## config.mk

```make
export PLATFORM = sky130hd
export DESIGN_NAME = work_packet_rx_flat
export DESIGN_NICKNAME = d
export VERILOG_FILES = /design/src/rtl/work_packet_rx_pkg.sv /design/src/rtl/work_packet_rx_if.sv /design/src/rtl/work_packet_rx_uart_rx_byte.sv /design/src/rtl/work_packet_rx.sv /design/src/flat_wrapper.sv
export SDC_FILE = /design/constraint.sdc
export NUM_CORES = 2
export LEC_CHECK = 0
export ABC_AREA = 1
export BUFFER_PORTS_ARGS = -buffer_cell sky130_fd_sc_hd__buf_2
export CORE_MARGIN = 3
export CORE_UTILIZATION = 55
export CTS_BUF_LIST = sky130_fd_sc_hd__clkbuf_2
export DETAILED_ROUTE_END_ITERATION = 6
export PLACE_DENSITY_LB_ADDON = 0.05
export SLEW_MARGIN = 40
export SYNTH_ARGS = -nofsm -noshare
export SYNTH_HDL_FRONTEND = slang
export SYNTH_SLANG_ARGS = --single-unit
```

## constraint.sdc

```tcl
create_clock -name clk -period 4.53 [get_ports clk]
set_input_delay 0.6795 -clock clk [delete_from_list [all_inputs] [get_ports clk]]
set_output_delay 0.6795 -clock clk [all_outputs]
set_load 0.01 [all_outputs]
```

## src/rtl/work_packet_rx_pkg.sv

```systemverilog
`default_nettype none
// +----------------------------------------------------------------------+
// | Module   : work_packet_rx_pkg                                        |
// | Purpose  : Shared definitions for the miner work-intake path:        |
// |            packet geometry, output field widths and the encoding     |
// |            of the UART byte-receiver state machine.                  |
// | Revision : 1.0  initial release                                      |
// +----------------------------------------------------------------------+
package work_packet_rx_pkg;

   // Fixed host protocol: 32 midstate bytes, 20 pad bytes, 12 data2 bytes.
   localparam int PKT_BYTES  = 64;
   localparam int MIDSTATE_W = 256;
   localparam int DATA2_W    = 96;
   localparam int WORD_W     = PKT_BYTES * 8;
   localparam int BYTE_CNT_W = $clog2(PKT_BYTES);

   typedef enum logic [1:0] {
      IDLE  = 2'd0,
      START = 2'd1,
      DATA  = 2'd2,
      STOP  = 2'd3
   } rx_state_t;

endpackage : work_packet_rx_pkg
`default_nettype wire

```

## src/rtl/work_packet_rx_if.sv

```systemverilog
`default_nettype none
// +----------------------------------------------------------------------+
// | Module   : work_packet_rx_if                                         |
// | Purpose  : Bundle of the serial input and the decoded work-packet    |
// |            outputs of work_packet_rx.                                |
// | Signals  : RxD       serial line, idle high (host -> receiver)       |
// |            midstate  256-bit midstate of last complete packet        |
// |            data2     96-bit tail data of last complete packet        |
// |            rx_rdy    1-cycle pulse, outputs just updated             |
// |            frame_err 1-cycle pulse, stop bit sampled low             |
// |            pkt_abort 1-cycle pulse, partial packet timed out         |
// |            busy      receiver mid-byte or mid-packet                 |
// | Modports : master = host/line side, slave = receiver side            |
// | Revision : 1.0  initial release                                      |
// +----------------------------------------------------------------------+
interface work_packet_rx_if;
   import work_packet_rx_pkg::*;

   logic                  RxD;
   logic [MIDSTATE_W-1:0] midstate;
   logic [DATA2_W-1:0]    data2;
   logic                  rx_rdy;
   logic                  frame_err;
   logic                  pkt_abort;
   logic                  busy;

   modport master (
      output RxD,
      input  midstate, data2, rx_rdy, frame_err, pkt_abort, busy
   );

   modport slave (
      input  RxD,
      output midstate, data2, rx_rdy, frame_err, pkt_abort, busy
   );

endinterface : work_packet_rx_if
`default_nettype wire

```

## src/rtl/work_packet_rx_uart_rx_byte.sv

```systemverilog
`default_nettype none
// +----------------------------------------------------------------------+
// | Module   : uart_rx_byte                                              |
// | Purpose  : 8N1 UART byte receiver. Synchronises the raw line, finds  |
// |            the start bit, samples 8 data bits LSB first at mid-bit   |
// |            and checks the stop bit.                                  |
// | Ports    : clk          rising-edge clock                            |
// |            rst_n        asynchronous active-low reset                |
// |            i_rxd        raw asynchronous serial line                 |
// |            o_data       received byte (valid with o_byte_valid)      |
// |            o_byte_valid 1-cycle strobe, good stop bit                |
// |            o_frame_err  1-cycle strobe, stop bit sampled low         |
// |            o_active     FSM not idle                                 |
// | Revision : 1.0  initial release                                      |
// +----------------------------------------------------------------------+
module uart_rx_byte
   import work_packet_rx_pkg::*;
#(
   parameter int CLKS_PER_BIT = 434
)(
   input  wire logic       clk,
   input  wire logic       rst_n,
   input  wire logic       i_rxd,
   output logic [7:0]      o_data,
   output logic            o_byte_valid,
   output logic            o_frame_err,
   output logic            o_active
);

   localparam int                 c_CNT_W     = $clog2(CLKS_PER_BIT);
   localparam logic [c_CNT_W-1:0] c_HALF_LAST = c_CNT_W'(CLKS_PER_BIT/2 - 1);
   localparam logic [c_CNT_W-1:0] c_BIT_LAST  = c_CNT_W'(CLKS_PER_BIT - 1);

   logic               r_sync_meta;
   logic               r_sync;
   rx_state_t          r_state;
   logic [c_CNT_W-1:0] r_bit_cnt;
   logic [2:0]         r_bit_idx;
   logic [7:0]         r_shift;

   rx_state_t          w_state_nxt;
   logic [c_CNT_W-1:0] w_cnt_nxt;
   logic [2:0]         w_idx_nxt;
   logic [7:0]         w_shift_nxt;
   logic               w_byte_valid;
   logic               w_frame_err;

   // Two-flop synchroniser; resets to the idle (high) line level so a
   // reset never looks like a start bit.
   always_ff @(posedge clk or negedge rst_n) begin
      if (!rst_n) begin
         r_sync_meta <= 1'b1;
         r_sync      <= 1'b1;
      end else begin
         r_sync_meta <= i_rxd;
         r_sync      <= r_sync_meta;
      end
   end

   always_ff @(posedge clk or negedge rst_n) begin
      if (!rst_n) begin
         r_state   <= IDLE;
         r_bit_cnt <= '0;
         r_bit_idx <= '0;
         r_shift   <= '0;
      end else begin
         r_state   <= w_state_nxt;
         r_bit_cnt <= w_cnt_nxt;
         r_bit_idx <= w_idx_nxt;
         r_shift   <= w_shift_nxt;
      end
   end

   always_comb begin
      w_state_nxt  = r_state;
      w_cnt_nxt    = r_bit_cnt;
      w_idx_nxt    = r_bit_idx;
      w_shift_nxt  = r_shift;
      w_byte_valid = 1'b0;
      w_frame_err  = 1'b0;

      case (r_state)
         IDLE: begin
            w_cnt_nxt = '0;
            if (!r_sync) begin
               w_state_nxt = START;
            end
         end

         // Half a bit later the start bit must still be low; otherwise it
         // was a glitch and is dropped silently.
         START: begin
            if (r_bit_cnt == c_HALF_LAST) begin
               w_cnt_nxt   = '0;
               w_idx_nxt   = '0;
               w_state_nxt = r_sync ? IDLE : DATA;
            end else begin
               w_cnt_nxt = r_bit_cnt + 1'b1;
            end
         end

         // From mid-start, every full bit period lands on mid-data-bit.
         DATA: begin
            if (r_bit_cnt == c_BIT_LAST) begin
               w_cnt_nxt   = '0;
               w_shift_nxt = {r_sync, r_shift[7:1]};
               w_idx_nxt   = r_bit_idx + 1'b1;
               if (r_bit_idx == 3'd7) begin
                  w_state_nxt = STOP;
               end
            end else begin
               w_cnt_nxt = r_bit_cnt + 1'b1;
            end
         end

         // Leave at mid-stop-bit so the following start edge is not missed.
         // The strobes are combinational so the assembler can register the
         // final byte on the very edge that samples the stop bit.
         STOP: begin
            if (r_bit_cnt == c_BIT_LAST) begin
               w_cnt_nxt   = '0;
               w_state_nxt = IDLE;
               if (r_sync) begin
                  w_byte_valid = 1'b1;
               end else begin
                  w_frame_err = 1'b1;
               end
            end else begin
               w_cnt_nxt = r_bit_cnt + 1'b1;
            end
         end

         default: begin
            w_state_nxt = IDLE;
            w_cnt_nxt   = '0;
         end
      endcase
   end

   assign o_data       = r_shift;
   assign o_byte_valid = w_byte_valid;
   assign o_frame_err  = w_frame_err;
   assign o_active     = (r_state != IDLE);

endmodule : uart_rx_byte
`default_nettype wire

```

## src/rtl/work_packet_rx.sv

```systemverilog
`default_nettype none
// +----------------------------------------------------------------------+
// | Module   : work_packet_rx                                            |
// | Purpose  : Work-intake stage for the sha256 miner. Receives one      |
// |            64-byte work packet over UART 8N1, presents midstate and  |
// |            data2 and strobes rx_rdy (start_mining). Drops partial    |
// |            packets on framing errors and on an idle timeout.         |
// | Ports    : clk    dv_clk, rising-edge                                |
// |            rst_n  asynchronous active-low reset                      |
// |            rx_if  slave side of work_packet_rx_if (RxD in; midstate, |
// |                   data2, rx_rdy, frame_err, pkt_abort, busy out)     |
// | Revision : 1.0  initial release                                      |
// +----------------------------------------------------------------------+
module work_packet_rx
   import work_packet_rx_pkg::*;
#(
   parameter int CLKS_PER_BIT   = 434,
   parameter int TIMEOUT_CYCLES = 200000
)(
   input  wire logic         clk,
   input  wire logic         rst_n,
   work_packet_rx_if.slave   rx_if
);

   localparam int                    c_IDLE_W      = $clog2(TIMEOUT_CYCLES + 1);
   localparam logic [c_IDLE_W-1:0]   c_TIMEOUT_VAL = c_IDLE_W'(TIMEOUT_CYCLES);
   localparam logic [BYTE_CNT_W-1:0] c_LAST_IDX    = BYTE_CNT_W'(PKT_BYTES - 1);

   logic [7:0] w_byte;
   logic       w_byte_valid;
   logic       w_frame_err;
   logic       w_active;
   logic       w_last_byte;
   logic       w_timeout;

   // Holds the first PKT_BYTES-1 bytes; the final byte is taken straight
   // from the receiver, so the packet is complete on the same edge.
   logic [WORD_W-9:0]     r_word;
   logic [BYTE_CNT_W-1:0] r_byte_cnt;
   logic [c_IDLE_W-1:0]   r_idle_cnt;
   logic [MIDSTATE_W-1:0] r_midstate;
   logic [DATA2_W-1:0]    r_data2;
   logic                  r_rx_rdy;
   logic                  r_frame_err;
   logic                  r_pkt_abort;

   uart_rx_byte #(
      .CLKS_PER_BIT (CLKS_PER_BIT)
   ) u_uart_rx_byte (
      .clk          (clk),
      .rst_n        (rst_n),
      .i_rxd        (rx_if.RxD),
      .o_data       (w_byte),
      .o_byte_valid (w_byte_valid),
      .o_frame_err  (w_frame_err),
      .o_active     (w_active)
   );

   assign w_last_byte = w_byte_valid && (r_byte_cnt == c_LAST_IDX);
   assign w_timeout   = (r_idle_cnt == c_TIMEOUT_VAL) && (r_byte_cnt != '0);

   always_ff @(posedge clk or negedge rst_n) begin
      if (!rst_n) begin
         r_word     <= '0;
         r_byte_cnt <= '0;
      end else if (w_byte_valid) begin
         // A byte arriving on the timeout cycle still counts.
         r_word     <= {r_word[WORD_W-17:0], w_byte};
         r_byte_cnt <= w_last_byte ? '0 : r_byte_cnt + 1'b1;
      end else if (w_frame_err || w_timeout) begin
         r_byte_cnt <= '0;
      end
   end

   // Idle counter only runs inside a partial packet and saturates.
   always_ff @(posedge clk or negedge rst_n) begin
      if (!rst_n) begin
         r_idle_cnt <= '0;
      end else if (w_byte_valid || (r_byte_cnt == '0)) begin
         r_idle_cnt <= '0;
      end else if (r_idle_cnt != c_TIMEOUT_VAL) begin
         r_idle_cnt <= r_idle_cnt + 1'b1;
      end
   end

   // Packet layout after 64 shifts: byte 0 at the top. Midstate is bytes
   // 0..31, data2 bytes 52..63; pad bytes 32..51 are not looked at.
   always_ff @(posedge clk or negedge rst_n) begin
      if (!rst_n) begin
         r_midstate <= '0;
         r_data2    <= '0;
      end else if (w_last_byte) begin
         r_midstate <= r_word[WORD_W-9 -: MIDSTATE_W];
         r_data2    <= {r_word[DATA2_W-9:0], w_byte};
      end
   end

   always_ff @(posedge clk or negedge rst_n) begin
      if (!rst_n) begin
         r_rx_rdy    <= 1'b0;
         r_frame_err <= 1'b0;
         r_pkt_abort <= 1'b0;
      end else begin
         r_rx_rdy    <= w_last_byte;
         r_frame_err <= w_frame_err;
         r_pkt_abort <= w_timeout && !w_byte_valid;
      end
   end

   assign rx_if.midstate  = r_midstate;
   assign rx_if.data2     = r_data2;
   assign rx_if.rx_rdy    = r_rx_rdy;
   assign rx_if.frame_err = r_frame_err;
   assign rx_if.pkt_abort = r_pkt_abort;
   assign rx_if.busy      = w_active || (r_byte_cnt != '0);

endmodule : work_packet_rx
`default_nettype wire

```

## src/flat_wrapper.sv

```systemverilog
// flat-port wrapper written by rule: the top's interface ports become plain ports
module work_packet_rx_flat import work_packet_rx_pkg::*;
#(
   parameter int CLKS_PER_BIT   = 434,
   parameter int TIMEOUT_CYCLES = 200000
)
  (clk, rst_n, rx_if_RxD, rx_if_midstate, rx_if_data2, rx_if_rx_rdy, rx_if_frame_err, rx_if_pkt_abort, rx_if_busy);
  work_packet_rx_if rx_if_i ();
  input  wire logic clk;
  input  wire logic rst_n;
  input wire logic [$bits(rx_if_i.RxD)-1:0] rx_if_RxD;
  output wire logic [$bits(rx_if_i.midstate)-1:0] rx_if_midstate;
  output wire logic [$bits(rx_if_i.data2)-1:0] rx_if_data2;
  output wire logic [$bits(rx_if_i.rx_rdy)-1:0] rx_if_rx_rdy;
  output wire logic [$bits(rx_if_i.frame_err)-1:0] rx_if_frame_err;
  output wire logic [$bits(rx_if_i.pkt_abort)-1:0] rx_if_pkt_abort;
  output wire logic [$bits(rx_if_i.busy)-1:0] rx_if_busy;
  assign rx_if_i.RxD = rx_if_RxD;
  assign rx_if_midstate = rx_if_i.midstate;
  assign rx_if_data2 = rx_if_i.data2;
  assign rx_if_rx_rdy = rx_if_i.rx_rdy;
  assign rx_if_frame_err = rx_if_i.frame_err;
  assign rx_if_pkt_abort = rx_if_i.pkt_abort;
  assign rx_if_busy = rx_if_i.busy;
  work_packet_rx #(.CLKS_PER_BIT(CLKS_PER_BIT), .TIMEOUT_CYCLES(TIMEOUT_CYCLES)) u_core (.clk(clk), .rst_n(rst_n), .rx_if(rx_if_i));
endmodule
```

==> flow_metrics.env <==
export IMPL_timing_hold_ws_ns=0.3601
export IMPL_synth_seq_area_share_pct=66.32
export IMPL_worstPathRequired_ns=3.85
export IMPL_syn_nets=3594
export IMPL_ys_seq_elements=907
export IMPL_setup_viol=0
export IMPL_clk_pin_slew_worst_paths_ns=0.10
export IMPL_initial_core_util_pct=56.19
export IMPL_dpl_hpwl_um=48640
export IMPL_nets=4017
export IMPL_avgRoutedWirePerCell_um=14.93
export IMPL_drtAntennaViolNets=0
export IMPL_syn_area_um2=34230
export IMPL_die_h_um=255.5
export IMPL_critPathBufInv=3
export IMPL_critPathKind="reg2out"
export IMPL_drt_iter0_markers=2017
export IMPL_hold_buffers=5
export IMPL_arrival_ns=2.58
export IMPL_r2r_end="u_core.r_word[394]"
export IMPL_cellLeakagePower_nw=19.48
export IMPL_path_cells="inv_1 > ha_1 > nand3_1 > inv_1 > nand3_1 > buf_2"
export IMPL_maxCapViolCount=0
export IMPL_critPathMaxFanout=5
export IMPL_rrSetupSlack_ns=1.80
export IMPL_reg2regPathDepth=10
export IMPL_cp_top_family="flip-flops"
export IMPL_slew_viol_final=0
export IMPL_vias=24637
export IMPL_grt_start_max_net_pins=185
export IMPL_worstHoldPathCells=0
export IMPL_numPortBuffers=358
export IMPL_slew_headroom_pct=44.13
export IMPL_fp_coreArea_um2=60920
export IMPL_gr_usage_all_layers_pct=23.26
export IMPL_drive_gt1_share_pct=17.66
export IMPL_areaGrowthSynthToFinish_pct=12.66
export IMPL_utilization_pct=63.30
export IMPL_critPathCapture="rx_if_busy"
export IMPL_cts_root_buf="clkbuf_2"
export IMPL_crit_start="u_core.r_byte_cnt[0]"
export IMPL_synth_warnings=0
export IMPL_routed_wl_um=74530
export IMPL_grt_pass1_wl_um=125000
export IMPL_hp_class="reg2reg"
export IMPL_cts_tree="yes"
export IMPL_power_density_nw_per_um2=347.2
export IMPL_grt_antenna_before_repair=2
export IMPL_cts_setup_buffers=0
export IMPL_numClockSinks=907
export IMPL_r2r_start="u_core.u_uart_rx_byte.r_bit_cnt[1]"
export IMPL_worst_path_stages=6
export IMPL_grt_setup_unrepaired="no"
export IMPL_fp_row_count=90
export IMPL_place_congestion=0.8191
export IMPL_tns_ns=0
export IMPL_grt_ovfl_total=0
export IMPL_finalCriticalPeriod_ns=3.263
export IMPL_drcViolationCount=0
export IMPL_critPathSlowestCell="dfrtp_1"
export IMPL_fin_crit_sh_pct=72.04
export IMPL_h_tree_depth=4
export IMPL_cts_buffers=216
export IMPL_status="finished clean"
export IMPL_vias_per_cell=4.935
export IMPL_critical_path_max_stage_delay_ns=0.43
export IMPL_total_power_mw=13.39
export IMPL_hold_viol_final=0
export IMPL_insertion_delay_ns=1.39
export IMPL_yosysUniqueCellTypes=30
export IMPL_tightest_slew_ns=0.8380
export IMPL_fmaxAchievable_ghz=0.3064
export IMPL_synthArstFlopShare_pct=100.0
export IMPL_synth_avg_cell_area_um2=9.556
export IMPL_synth_cells=3582
export IMPL_worstSetupEndpointType="output port"
export IMPL_io_pins=359
export IMPL_clock_path_buffers=3
export IMPL_dr_pass1_iters=5
export IMPL_ctsResizeCount=0
export IMPL_die_x_um=255.5
export IMPL_synthFlopType="dfrtp_1"
export IMPL_start_kind="register"
export IMPL_vdd_drop_max_uv=218.3
export IMPL_die_area_um2=65260
export IMPL_skew_ns=0.09631
export IMPL_grt_pass1_vias=24588
export IMPL_synth_edf_count=0
==> Yosys cell counts (3+ instances only) <==
cell	n	area share [%]
xnor2_1	3	0.077
nand2_1	1240	14
buf_2	13	0.19
o21ai_0	396	5.8
nor3_1	10	0.15
clkbuf_1	139	1.5
a21oi_1	6	0.088
ha_1	9	0.33
inv_1	381	4.2
nor3b_1	3	0.066
xor2_1	10	0.26
nand3_1	28	0.41
o21ai_1	318	4.6
inv_2	4	0.044
buf_6	37	1.2
nor2_1	52	0.57
dfrtp_1	905	66
nand4_1	10	0.18
nand3b_1	4	0.088
==> worst min path at each step <==
stage | from | endpoint | slack [ns]
floorplan | u_core.u_uart_rx_byte.r_sync_meta | u_core.u_uart_rx_byte.r_sync | 0.35
global placement | u_core.u_uart_rx_byte.r_sync_meta | u_core.u_uart_rx_byte.r_sync | 0.35
detailed placement | u_core.u_uart_rx_byte.r_sync_meta | u_core.u_uart_rx_byte.r_sync | 0.35
CTS | rx_if_RxD | u_core.u_uart_rx_byte.r_sync_meta | 0.27
global route | rx_if_RxD | u_core.u_uart_rx_byte.r_sync_meta | 0.31
finish | u_core.u_uart_rx_byte.r_sync_meta | u_core.u_uart_rx_byte.r_sync | 0.36
==> cell usage in the layout, fill, tap and decap left out, types with 28 or more instances in the layout <==
master / n
nand2_1: 1240
buf_2: 357
inv_1: 381
o21ai_0: 396
clkbuf_2: 315
nor2_1: 52
dfrtp_1: 905
nand3_1: 28
clkinv_1: 40
o21ai_1: 318
==> per-layer routing <==
layer | track usage, % | vias up | share of wire [%]
li1 | - | 12171 | -
met3 | 5.575 | 110 | 5.3
met4 | 8.267 | 0 | 2.1
met1 | 32.01 | 11813 | 45
met5 | 0 | - | 0
met2 | 36.63 | 543 | 48
==> through the flow <==
stage          instances  setup WS [ns]  area (um^2)
4_1_cts             4984          1.053        38540
2_1_floorplan       3582          2.610        34230
5_1_grt             4992         0.9657        38560
3_3_place_gp        4605          1.899        36470
3_5_place_dp        4610          1.882        36610
6_report            4992          1.267        38560
==> state kept, by name, indices dropped and copies added (netlist names), named ones only <==
name	count
u_core.r_word	504
u_core.rx_if.midstate	256
u_core.rx_if.data2	96
u_core.r_idle_cnt	18
u_core.u_uart_rx_byte.r_bit_cnt	9
u_core.u_uart_rx_byte.o_data	8
u_core.r_byte_cnt	6
u_core.u_uart_rx_byte.r_bit_idx	3
u_core.rx_if.frame_err	1
u_core.rx_if.pkt_abort	1
u_core.rx_if.rx_rdy	1
u_core.u_uart_rx_byte.r_state	1
u_core.u_uart_rx_byte.r_sync	1
u_core.u_uart_rx_byte.r_sync_meta	1
==> cell families (layout without fill, tap and decap cells) <==
group | count (synthesis) | after routing | synth area share (%)
other | 0 | 8 | 0
adder cells (fa/ha/maj) | 9 | 9 | 0.3290
buffers and inverters | 577 | 1151 | 7.197
AND/OR/NAND/NOR | 1352 | 1352 | 15.20
AO/OA/AOI/OAI | 724 | 724 | 10.63
XOR/XNOR | 13 | 13 | 0.3326
flip-flops | 907 | 907 | 66.32
==> cell type report <==
class / instances / area (um^2)
Antenna cell: 8 / 20.02
Clock buffer: 315 / 1577
Clock inverter: 54 / 297.8
Fill cell: 5256 / 22360
Inverter: 385 / 1448
Multi-Input combinational cell: 2098 / 9069
Sequential cell: 907 / 22700
Tap cell: 828 / 1036
Timing Repair Buffer: 397 / 2417
==> worst reg2reg max path, cell delays in order, from the launching register on <==
cell	delay, ns
dfrtp_1	0.39
inv_1	0.08
ha_1	0.17
nand2_1	0.07
nor2_2	0.06
nand4_4	0.09
buf_4	0.50
buf_12	0.40
buf_16	0.45
nand2_1	0.25
o21ai_0	0.12
==> report_power, final <==
part	internal [mW]	total [mW]	switching [mW]
Combinational	0.0268	0.184	0.157
Clock	1.97	5.11	3.14
Sequential	8.09	8.09	0.000923
Total	10.1	13.4	3.30
Power figures use the tool's default switching activity.
